===== config.mk =====
export PLATFORM = sky130hd
export DESIGN_NAME = regbank_wr_sched
export DESIGN_NICKNAME = d
export VERILOG_FILES = /design/src/rtl/regbank_wr_sched.sv
export SDC_FILE = /design/constraint.sdc
export NUM_CORES = 1
export LEC_CHECK = 0
export ABC_AREA = 1
export BUFFER_PORTS_ARGS = -buffer_cell sky130_fd_sc_hd__buf_4
export CORE_ASPECT_RATIO = 1.2
export CORE_UTILIZATION = 35
export CTS_BUF_LIST = sky130_fd_sc_hd__clkbuf_16
export DETAILED_ROUTE_END_ITERATION = 16
export SYNTH_ARGS = -nofsm -noshare
export SYNTH_HDL_FRONTEND = slang
export SYNTH_SLANG_ARGS = --single-unit

===== constraint.sdc =====
create_clock -name clk -period 2.3 [get_ports clk]
set_clock_uncertainty 0.1 [all_clocks]
set_input_delay 0.23 -clock clk [delete_from_list [all_inputs] [get_ports clk]]
set_output_delay 0.23 -clock clk [all_outputs]
set_load 0.01 [all_outputs]

===== src/rtl/regbank_wr_sched.sv =====
`default_nettype none
// ============================================================================
// Module   : regbank_wr_sched
// Purpose  : Write-port scheduler and hazard scoreboard for the 16 x 32-bit
//            register bank. Merges load-return data and ALU results onto the
//            single bank write port, buffers ALU writes that lose arbitration,
//            tracks outstanding loads and flags read/write hazards at issue.
// Ports    : clk, rst_n (async, active-low)
//            alu_wr_en/dest/data, alu_wr_ready  - ALU write request channel
//            ld_issue, ld_issue_dest            - load issued (sets pending)
//            ldr_wr_en/dest/data                - load data return
//            chk_valid, src_1_sel, src_2_sel,
//            chk_dest, stall                    - hazard check at issue
//            wr_en, wr_dest, wr_data            - registered bank write port
//            pend_mask                          - registers awaiting a load
// Options  : REG0_ZERO_EN - register 0 hardwired to zero (writes to r0 are
//            consumed silently, r0 never pending, never hazards).
// Revision : 1.0 - initial release
// ============================================================================
module regbank_wr_sched #(
  parameter int NREG      = 16,
  parameter int AW        = 4,
  parameter int DW        = 32,
  parameter int BUF_DEPTH = 2
) (
  input  logic            clk,
  input  logic            rst_n,
  input  logic            alu_wr_en,
  input  logic [AW-1:0]   alu_wr_dest,
  input  logic [DW-1:0]   alu_wr_data,
  output logic            alu_wr_ready,
  input  logic            ld_issue,
  input  logic [AW-1:0]   ld_issue_dest,
  input  logic            ldr_wr_en,
  input  logic [AW-1:0]   ldr_wr_dest,
  input  logic [DW-1:0]   ldr_wr_data,
  input  logic            chk_valid,
  input  logic [AW-1:0]   src_1_sel,
  input  logic [AW-1:0]   src_2_sel,
  input  logic [AW-1:0]   chk_dest,
  output logic            stall,
  output logic            wr_en,
  output logic [AW-1:0]   wr_dest,
  output logic [DW-1:0]   wr_data,
  output logic [NREG-1:0] pend_mask
);

  localparam int c_PW = (BUF_DEPTH > 1) ? $clog2(BUF_DEPTH) : 1;
  localparam int c_CW = $clog2(BUF_DEPTH + 1);

`ifdef REG0_ZERO_EN
  localparam logic c_R0_ZERO = 1'b1;
`else
  localparam logic c_R0_ZERO = 1'b0;
`endif

  localparam logic [NREG-1:0] c_ONE     = {{(NREG-1){1'b0}}, 1'b1};
  localparam logic [NREG-1:0] c_R0_MASK = {{(NREG-1){1'b0}}, c_R0_ZERO};

  // ALU write buffer storage; a per-slot valid bit makes the hazard search
  // independent of pointer arithmetic.
  logic [AW-1:0]        r_buf_dest [BUF_DEPTH];
  logic [DW-1:0]        r_buf_data [BUF_DEPTH];
  logic [BUF_DEPTH-1:0] r_buf_vld;
  logic [c_PW-1:0]      r_wr_ptr;
  logic [c_PW-1:0]      r_rd_ptr;
  logic [c_CW-1:0]      r_count;

  logic                 r_wr_en;
  logic [AW-1:0]        r_wr_dest;
  logic [DW-1:0]        r_wr_data;
  logic [NREG-1:0]      r_pend_mask;

  logic                 w_alu_ready;
  logic                 w_alu_live;
  logic                 w_ldr_live;
  logic                 w_buf_empty;
  logic                 w_sel_head;
  logic                 w_sel_byp;
  logic                 w_push;
  logic                 w_pop;
  logic [NREG-1:0]      w_hit_vec;
  logic [NREG-1:0]      w_set;
  logic [NREG-1:0]      w_clr;

  function automatic logic [c_PW-1:0] f_next(input logic [c_PW-1:0] p);
    if (p == c_PW'(BUF_DEPTH - 1)) f_next = '0;
    else                           f_next = p + 1'b1;
  endfunction

  assign w_alu_ready  = (r_count < c_CW'(BUF_DEPTH));
  assign alu_wr_ready = w_alu_ready;
  assign w_buf_empty  = (r_count == '0);

  // "live" writes are the ones that actually reach the bank; a write to a
  // hardwired-zero r0 is accepted but goes nowhere.
  assign w_alu_live = alu_wr_en && w_alu_ready && !(c_R0_ZERO && (alu_wr_dest == '0));
  assign w_ldr_live = ldr_wr_en && !(c_R0_ZERO && (ldr_wr_dest == '0));

  // Port priority: load return, then buffer head, then direct ALU bypass.
  assign w_sel_head = !w_ldr_live && !w_buf_empty;
  assign w_sel_byp  = !w_ldr_live && w_buf_empty && w_alu_live;
  assign w_push     = w_alu_live && !w_sel_byp;
  assign w_pop      = w_sel_head;

  // Per-register "write not yet landed" vector.
  always_comb begin
    w_hit_vec = r_pend_mask;
    if (r_wr_en)   w_hit_vec[r_wr_dest]   = 1'b1;
    if (ldr_wr_en) w_hit_vec[ldr_wr_dest] = 1'b1;
    for (int i = 0; i < BUF_DEPTH; i++) begin
      if (r_buf_vld[i]) w_hit_vec[r_buf_dest[i]] = 1'b1;
    end
    w_hit_vec = w_hit_vec & ~c_R0_MASK;
  end

  assign stall = chk_valid &&
                 (w_hit_vec[src_1_sel] || w_hit_vec[src_2_sel] || w_hit_vec[chk_dest]);

  // An issue while stalled is not honoured; set is applied after clear so a
  // simultaneous new load to the same register stays pending.
  assign w_set = (ld_issue && !stall) ? ((c_ONE << ld_issue_dest) & ~c_R0_MASK) : '0;
  assign w_clr = ldr_wr_en ? (c_ONE << ldr_wr_dest) : '0;

  always_ff @(posedge clk or negedge rst_n) begin
    if (!rst_n) begin
      for (int i = 0; i < BUF_DEPTH; i++) begin
        r_buf_dest[i] <= '0;
        r_buf_data[i] <= '0;
      end
      r_buf_vld   <= '0;
      r_wr_ptr    <= '0;
      r_rd_ptr    <= '0;
      r_count     <= '0;
      r_wr_en     <= 1'b0;
      r_wr_dest   <= '0;
      r_wr_data   <= '0;
      r_pend_mask <= '0;
    end else begin
      // Push and pop never target the same slot: a pop needs a non-empty
      // buffer, a push needs a non-full one, so the pointers differ.
      if (w_pop) begin
        r_buf_vld[r_rd_ptr] <= 1'b0;
        r_rd_ptr            <= f_next(r_rd_ptr);
      end
      if (w_push) begin
        r_buf_dest[r_wr_ptr] <= alu_wr_dest;
        r_buf_data[r_wr_ptr] <= alu_wr_data;
        r_buf_vld[r_wr_ptr]  <= 1'b1;
        r_wr_ptr             <= f_next(r_wr_ptr);
      end
      case ({w_push, w_pop})
        2'b10:   r_count <= r_count + 1'b1;
        2'b01:   r_count <= r_count - 1'b1;
        default: r_count <= r_count;
      endcase

      if (w_ldr_live) begin
        r_wr_en   <= 1'b1;
        r_wr_dest <= ldr_wr_dest;
        r_wr_data <= ldr_wr_data;
      end else if (w_sel_head) begin
        r_wr_en   <= 1'b1;
        r_wr_dest <= r_buf_dest[r_rd_ptr];
        r_wr_data <= r_buf_data[r_rd_ptr];
      end else if (w_sel_byp) begin
        r_wr_en   <= 1'b1;
        r_wr_dest <= alu_wr_dest;
        r_wr_data <= alu_wr_data;
      end else begin
        r_wr_en   <= 1'b0;
      end

      r_pend_mask <= (r_pend_mask & ~w_clr) | w_set;
    end
  end

  assign wr_en     = r_wr_en;
  assign wr_dest   = r_wr_dest;
  assign wr_data   = r_wr_data;
  assign pend_mask = r_pend_mask;

endmodule
`default_nettype wire


; ---- Yosys cells after proc, flatten, opt, wreduce, memory -nomap -nowiden
; Index checks and enable logic that the tools add are counted.
[word_totals]
ff_bits = 131
[op_classes]
shifts = 2
muxes = 50
bitwise_logic = 12
n_eq_ne = 2
n_lt_le_gt_ge = 19
addsub = 4
reduce_logical = 23
[op_table]
columns = operator, count
row1 = 32-bit 2-to-1 mux, 7
row2 = 16-bit 2-to-1 mux, 6
row3 = 16-bit OR, 5
row4 = 64-bit bitwise mux, 1
row5 = 4-bit by 5-bit < comparator with 1-bit output (second input constant), 7
row6 = 32-bit demux with 1-bit select, 1
row7 = 1-bit by 4-bit << shifter with 16-bit output (first input constant), 2
row8 = 4-bit 2-to-1 mux, 7
row9 = 16-bit bitwise AND, 1
row10 = 1-bit demux with 4-bit select, 4
row11 = 4-bit by 1-bit greater-or-equal comparator with 1-bit output (second input constant), 4
row12 = 16-bit NOT, 1
row13 = 1-bit logical AND, 14
row14 = 1-bit 2-to-1 mux, 14
row15 = 1-bit binary-select mux with 4-bit select, 3
row16 = 8-bit bitwise mux, 1
row17 = 4-bit demux with 1-bit select, 1
row18 = 2-bit greater-or-equal comparator (second input constant), 2
row19 = 1-bit logical NOT, 4
row20 = 1-bit by 2-bit < comparator with 1-bit output (second input constant), 2
row21 = 2-bit 2-to-1 mux, 2
row22 = 1-bit NOT with 2-bit output, 2
row23 = 2-bit one-hot mux with 2 select lines, 1
row24 = 3-bit nonzero test, 1
row25 = other kinds (15), 19

; ---- Depth between registers and ports, before layout
[depth]
word_depth = 21
depth_mapped = 18

; ---- Least setup slack after synthesis
; OpenSTA, ideal clock, no wires.
[synth_timing]
kind = reg2out
startpoint = register r_wr_en (netlist: wr_en)
endpoint = output port stall
stages_incl_launch_ff = 15
setup_slack_ns = 0.298
arrival_ns = 1.672
path_cell_list = dfrtp_1 -> buf_2 -> nand3_1 -> o21bai_1 -> nor2_1 -> nand3_1 -> nand3_1 -> nand3_1 -> nand3_1 -> nand2_1 -> nor2_1 -> nand2_1 -> nand2_4 -> buf_6 -> inv_1
[synth_via]
elab_chain_cells = 12
[synth_rtl]
columns = item, line
row1 = "start, declared", 69  ; logic r_wr_en;
row2 = "start signal, assigned", 135  ; r_wr_en <= 1'b0;
row3 = "start signal, assigned", 159  ; r_wr_en <= 1'b1;
row4 = "start signal, assigned", 163  ; r_wr_en <= 1'b1;
row5 = 16-bit 2-to-1 mux (*), 109  ; if (r_wr_en) w_hit_vec[r_wr_dest] = 1'b1;
row6 = 16-bit OR (no line), -
row7 = 16-bit 2-to-1 mux (*), 110  ; if (ldr_wr_en) w_hit_vec[ldr_wr_dest] = 1'b1;
row8 = 16-bit OR (no line), -
row9 = 16-bit 2-to-1 mux (*), 112  ; if (r_buf_vld[i]) w_hit_vec[r_buf_dest[i]] = 1'b1;
row10 = 16-bit OR (no line), -
row11 = 16-bit 2-to-1 mux (*), 112
row12 = 1-bit binary-select mux with 4-bit select, 118  ; (w_hit_vec[src_1_sel] || w_hit_vec[src_2_sel] || w_hit_vec[chk_dest]);
row13 = 1-bit 2-to-1 mux (implied by the code), 118
row14 = 1-bit logical OR, 118
row15 = 1-bit logical OR (*), 118
row16 = 1-bit logical AND (*), 117  ; assign stall = chk_valid &&
row17 = "end, declared", 41  ; output logic stall,
; Mark *: on every way between the ends. The rest lies on a longest branch, timed or not. The select of a mux whose other input is x is not followed.

; ---- Final worst setup path
; Ends and elaborated chain as after synthesis.

==> results.py <==
metrics = {
    "placed_design": {
        "placed_area_um2": 8830,
        "port_buffers": 148,
        "dp_hpwl_um": 17500,
        "placedCellCount": 1427,
        "place_congestion": 0.945,
        "post-place-ws_ns": -0.00593,
    },
    "synthesis": {
        "syn_area_um2": 7270,
        "synthTopCellsByArea": "dfrtp_1, nand2_1, nand3_1",
        "yosysSeqAreaShare_pct": 45.1,
        "netlist_instances": 1029,
        "synth_top_area_share_pct": 45.1,
        "synth_seq_cells": 131,
        "synth_top_area_cell": "dfrtp_1",
        "yosysWarnings": 0,
        "syn-num-nets": 1124,
        "ys_types": 28,
        "avgSynthCellArea_um2": 7.07,
    },
    "routing": {
        "post_drt_wl_per_cell_um": 16.4,
        "drt_iter0_drc": 496,
        "wirelength_um": 25000,
        "vias": 7812,
        "ant_nets": 0,
        "dr.pass1.iters": 5,
        "viasPerCell": 5.12,
        "drc_errors": 0,
    },
    "clock_network": {
        "clk_pin_slew_worst_paths_ns": 0.06,
        "cts_sinks": 131,
        "numCtsBuffers": 17,
        "clk_latency_ns": 0.42,
        "cts_max_level": 4,
        "cts_root_buf": "clkbuf_16",
        "tritoncts": "done",
        "clk_path_buf_depth": 2,
    },
    "global_route": {
        "grt_max_degree": 69,
        "grt.overflow.total": 0,
        "use_met2_pct": 42.0,
        "antenna_found_initial": 0,
        "grt_util_met3_pct": 4.06,
        "grt_usage_pct": 23.9,
        "grt_pass1_wl_um": 39800,
        "gr-usage-met1_pct": 29.2,
        "top_usage_layer": "met2",
        "grt_pass1_vias": 7642,
    },
    "critical_path": {
        "path_cells": "buf_6 > nand2_2 > nor2_1 > nor2_2 > nand3_2 > nand3_1 > nand3_1 > nand3_1 > nand2_1 > nor2_2 > nand2_2 > nand2_4 > inv_2 > buf_6",
        "startpoint": "wr_en",
        "required_ns": 1.97,
        "criticalPathCategory": "flop to output port",
        "slowest_stage": "dfrtp_2",
        "worstReg2RegEnd": "pend_mask[3]",
        "rr_worst_depth": 17,
        "cp_max_fo": 6,
        "cp_data_arrival_time_ns": 2.20,
        "critPathLaunchType": "flop",
        "timing.rr.start": "r_buf_dest[4]",
        "ff2ff_setup_slack_ns": 0.08,
        "crit_path_end_kind": "output port",
        "crit_top_cell": "nand3_1",
        "slowest_delay_ns": 0.46,
    },
    "timing": {
        "hold_slack_ns": 0.00763,
        "fmax_ghz": 0.395,
        "setup_ws_ns": -0.229,
        "tightest_slew_ns": 0.544,
        "rsz0062_at_grt": "yes",
        "setup_viol": 1,
        "slew_violations": 0,
        "min_period_over_period_pct": 110,
        "finalHoldViolCount": 0,
        "max_slew_margin_pct": 63.8,
        "period_minus_slack_ns": 2.53,
    },
    "die": {
        "coreArea_um2": 20300,
        "start_util_pct": 35.8,
        "die_area_um2": 21400,
        "ios": 149,
        "fp.dieW_um": 134,
        "fp-row-count": 57,
        "die_h_um": 160,
    },
    "min_path": {
        "holdPathEnd": "wr_data[4]",
        "holdPathStages": 3,
        "hold_start": "ldr_wr_data[4]",
        "hp-class": "input port to flop",
    },
    "layout": {
        "fin_cells": 1527,
        "area_growth_pct": 43.1,
        "num-nets-final": 1344,
        "diodes": 0,
        "final_area_um2": 10400,
        "drive_above_1_share_pct": 28.7,
        "fill_cells": 2034,
    },
    "power_and_ir_drop": {
        "p_leak_nw": 5.05,
        "vdd_drop_max_v": 0.000645,
        "p_per_area_nw_per_um2": 1090,
    },
    "run_status": {
        "status": "finished with violations",
        "violations": "negative setup slack",
    },
    "job": {
        "maxCapViolCount": 0,
    },
}
-- how the worst max path moves through the flow --
stage	endpoint	cells past startpoint
2_1_floorplan	stall	14
3_3_place_gp	stall	14
3_5_place_dp	pend_mask[1]	15
4_1_cts	stall	17
5_1_grt	stall	15
6_report	stall	14
-- cell usage after synthesis --
| cell | count |
|---|---|
| o22ai_1 | 4 |
| nand2_4 | 1 |
| o21ai_1 | 6 |
| nor2_4 | 1 |
| nand2_1 | 295 |
| inv_1 | 73 |
| clkinv_1 | 1 |
| nand2_2 | 2 |
| or2_1 | 1 |
| dfrtp_1 | 131 |
| ha_1 | 1 |
| o21ai_0 | 103 |
| nor3_2 | 4 |
| clkbuf_1 | 38 |
| inv_2 | 5 |
| nor2_2 | 4 |
| nor2_1 | 94 |
| o211ai_1 | 14 |
| buf_4 | 4 |
| nand4_1 | 4 |
| a21oi_1 | 59 |
| buf_6 | 1 |
| nor4_1 | 2 |
| xor2_1 | 1 |
| nand3_1 | 163 |
| xnor2_1 | 1 |
| o21bai_1 | 6 |
| buf_2 | 10 |
-- cell families after synthesis --
| group | synth area share (%) |
|---|---|
| AO/OA/AOI/OAI | 14.0 |
| XOR/XNOR | 0.241 |
| adder cells (fa/ha/maj) | 0.172 |
| buffers and inverters | 7.29 |
| flip-flops | 45.1 |
| AND/OR/NAND/NOR | 33.3 |
-- flip-flops by register name (all words and copies together), names as in the netlist --
name and flops:
wr_data 32, wr_dest 4, r_rd_ptr 1, wr_en 1, r_buf_vld 2, r_buf_dest 8, r_buf_data 64, r_wr_ptr 1
pend_mask 16, r_count 2
-- cell usage in the layout, fill, tap and decap left out, drive strengths merged --
master	n
nor2	99
dfrtp	131
bufinv	2
nor4	2
nand3	163
clkinv	6
ha	1
clkinvlp	3
xor2	1
clkbuf	17
nand2	298
o22ai	4
a21oi	59
o21bai	6
buf	205
nor3	4
o21ai	109
xnor2	1
inv	83
nand4	4
o211ai	14
or2	1
dlygate4sd3	49
-- power by group --
group | leakage, nW | internal [mW] | switching (mW)
Clock | 0.281 | 1.58 | 1.04
Combinational | 3.18 | 1.94 | 2.76
Sequential | 1.59 | 3.27 | 0.735
Total | 5.05 | 6.80 | 4.54
-- critical path: cells and delay by family, from the launching register on --
family | cells | cell delay [ns]
buffers and inverters | 3 | 0.28
flip-flops | 1 | 0.46
AND/OR/NAND/NOR | 11 | 1.02
-- stage by stage --
stage	setup TNS (ns)	utilization, %	total power [mW]
after CTS	-0.310	49.3	10.9
final	-0.229	51.2	11.3
after global placement	-0.126	43.4	7.97
after global routing	-1.29	51.2	12.1
after floorplan	0	-	6.25
after detailed placement	-0.0113	43.4	8.02
-- final cells by class --
| class | instances | area [um^2] | area share, % |
|---|---|---|---|
| multi-input combinational | 766 | 3830 | 36.8 |
| timing repair buffer | 254 | 2090 | 20.1 |
| inverter | 79 | 299 | 2.87 |
| sequential | 131 | 3290 | 31.6 |
| clock buffer | 17 | 425 | 4.09 |
| clock inverter | 15 | 143 | 1.37 |
| tap | 265 | 332 | 3.18 |
-- routing by layer --
metal,routed length (um),vias up
li1,-,3824
met1,10400,3709
met2,12900,232
met3,1130,47
met4,614,0
met5,0,-
-- timing repair --
item / in CTS / in global routing
resized for setup: 33 / 104
endpoints found under the setup margin: 3 / 17
hold buffers: 49 / 0
endpoints found under the hold margin: 117 / 0
pin swaps: 22 / 39
setup buffers: 8 / 13
No activity file was read; power rests on OpenSTA's default activity.
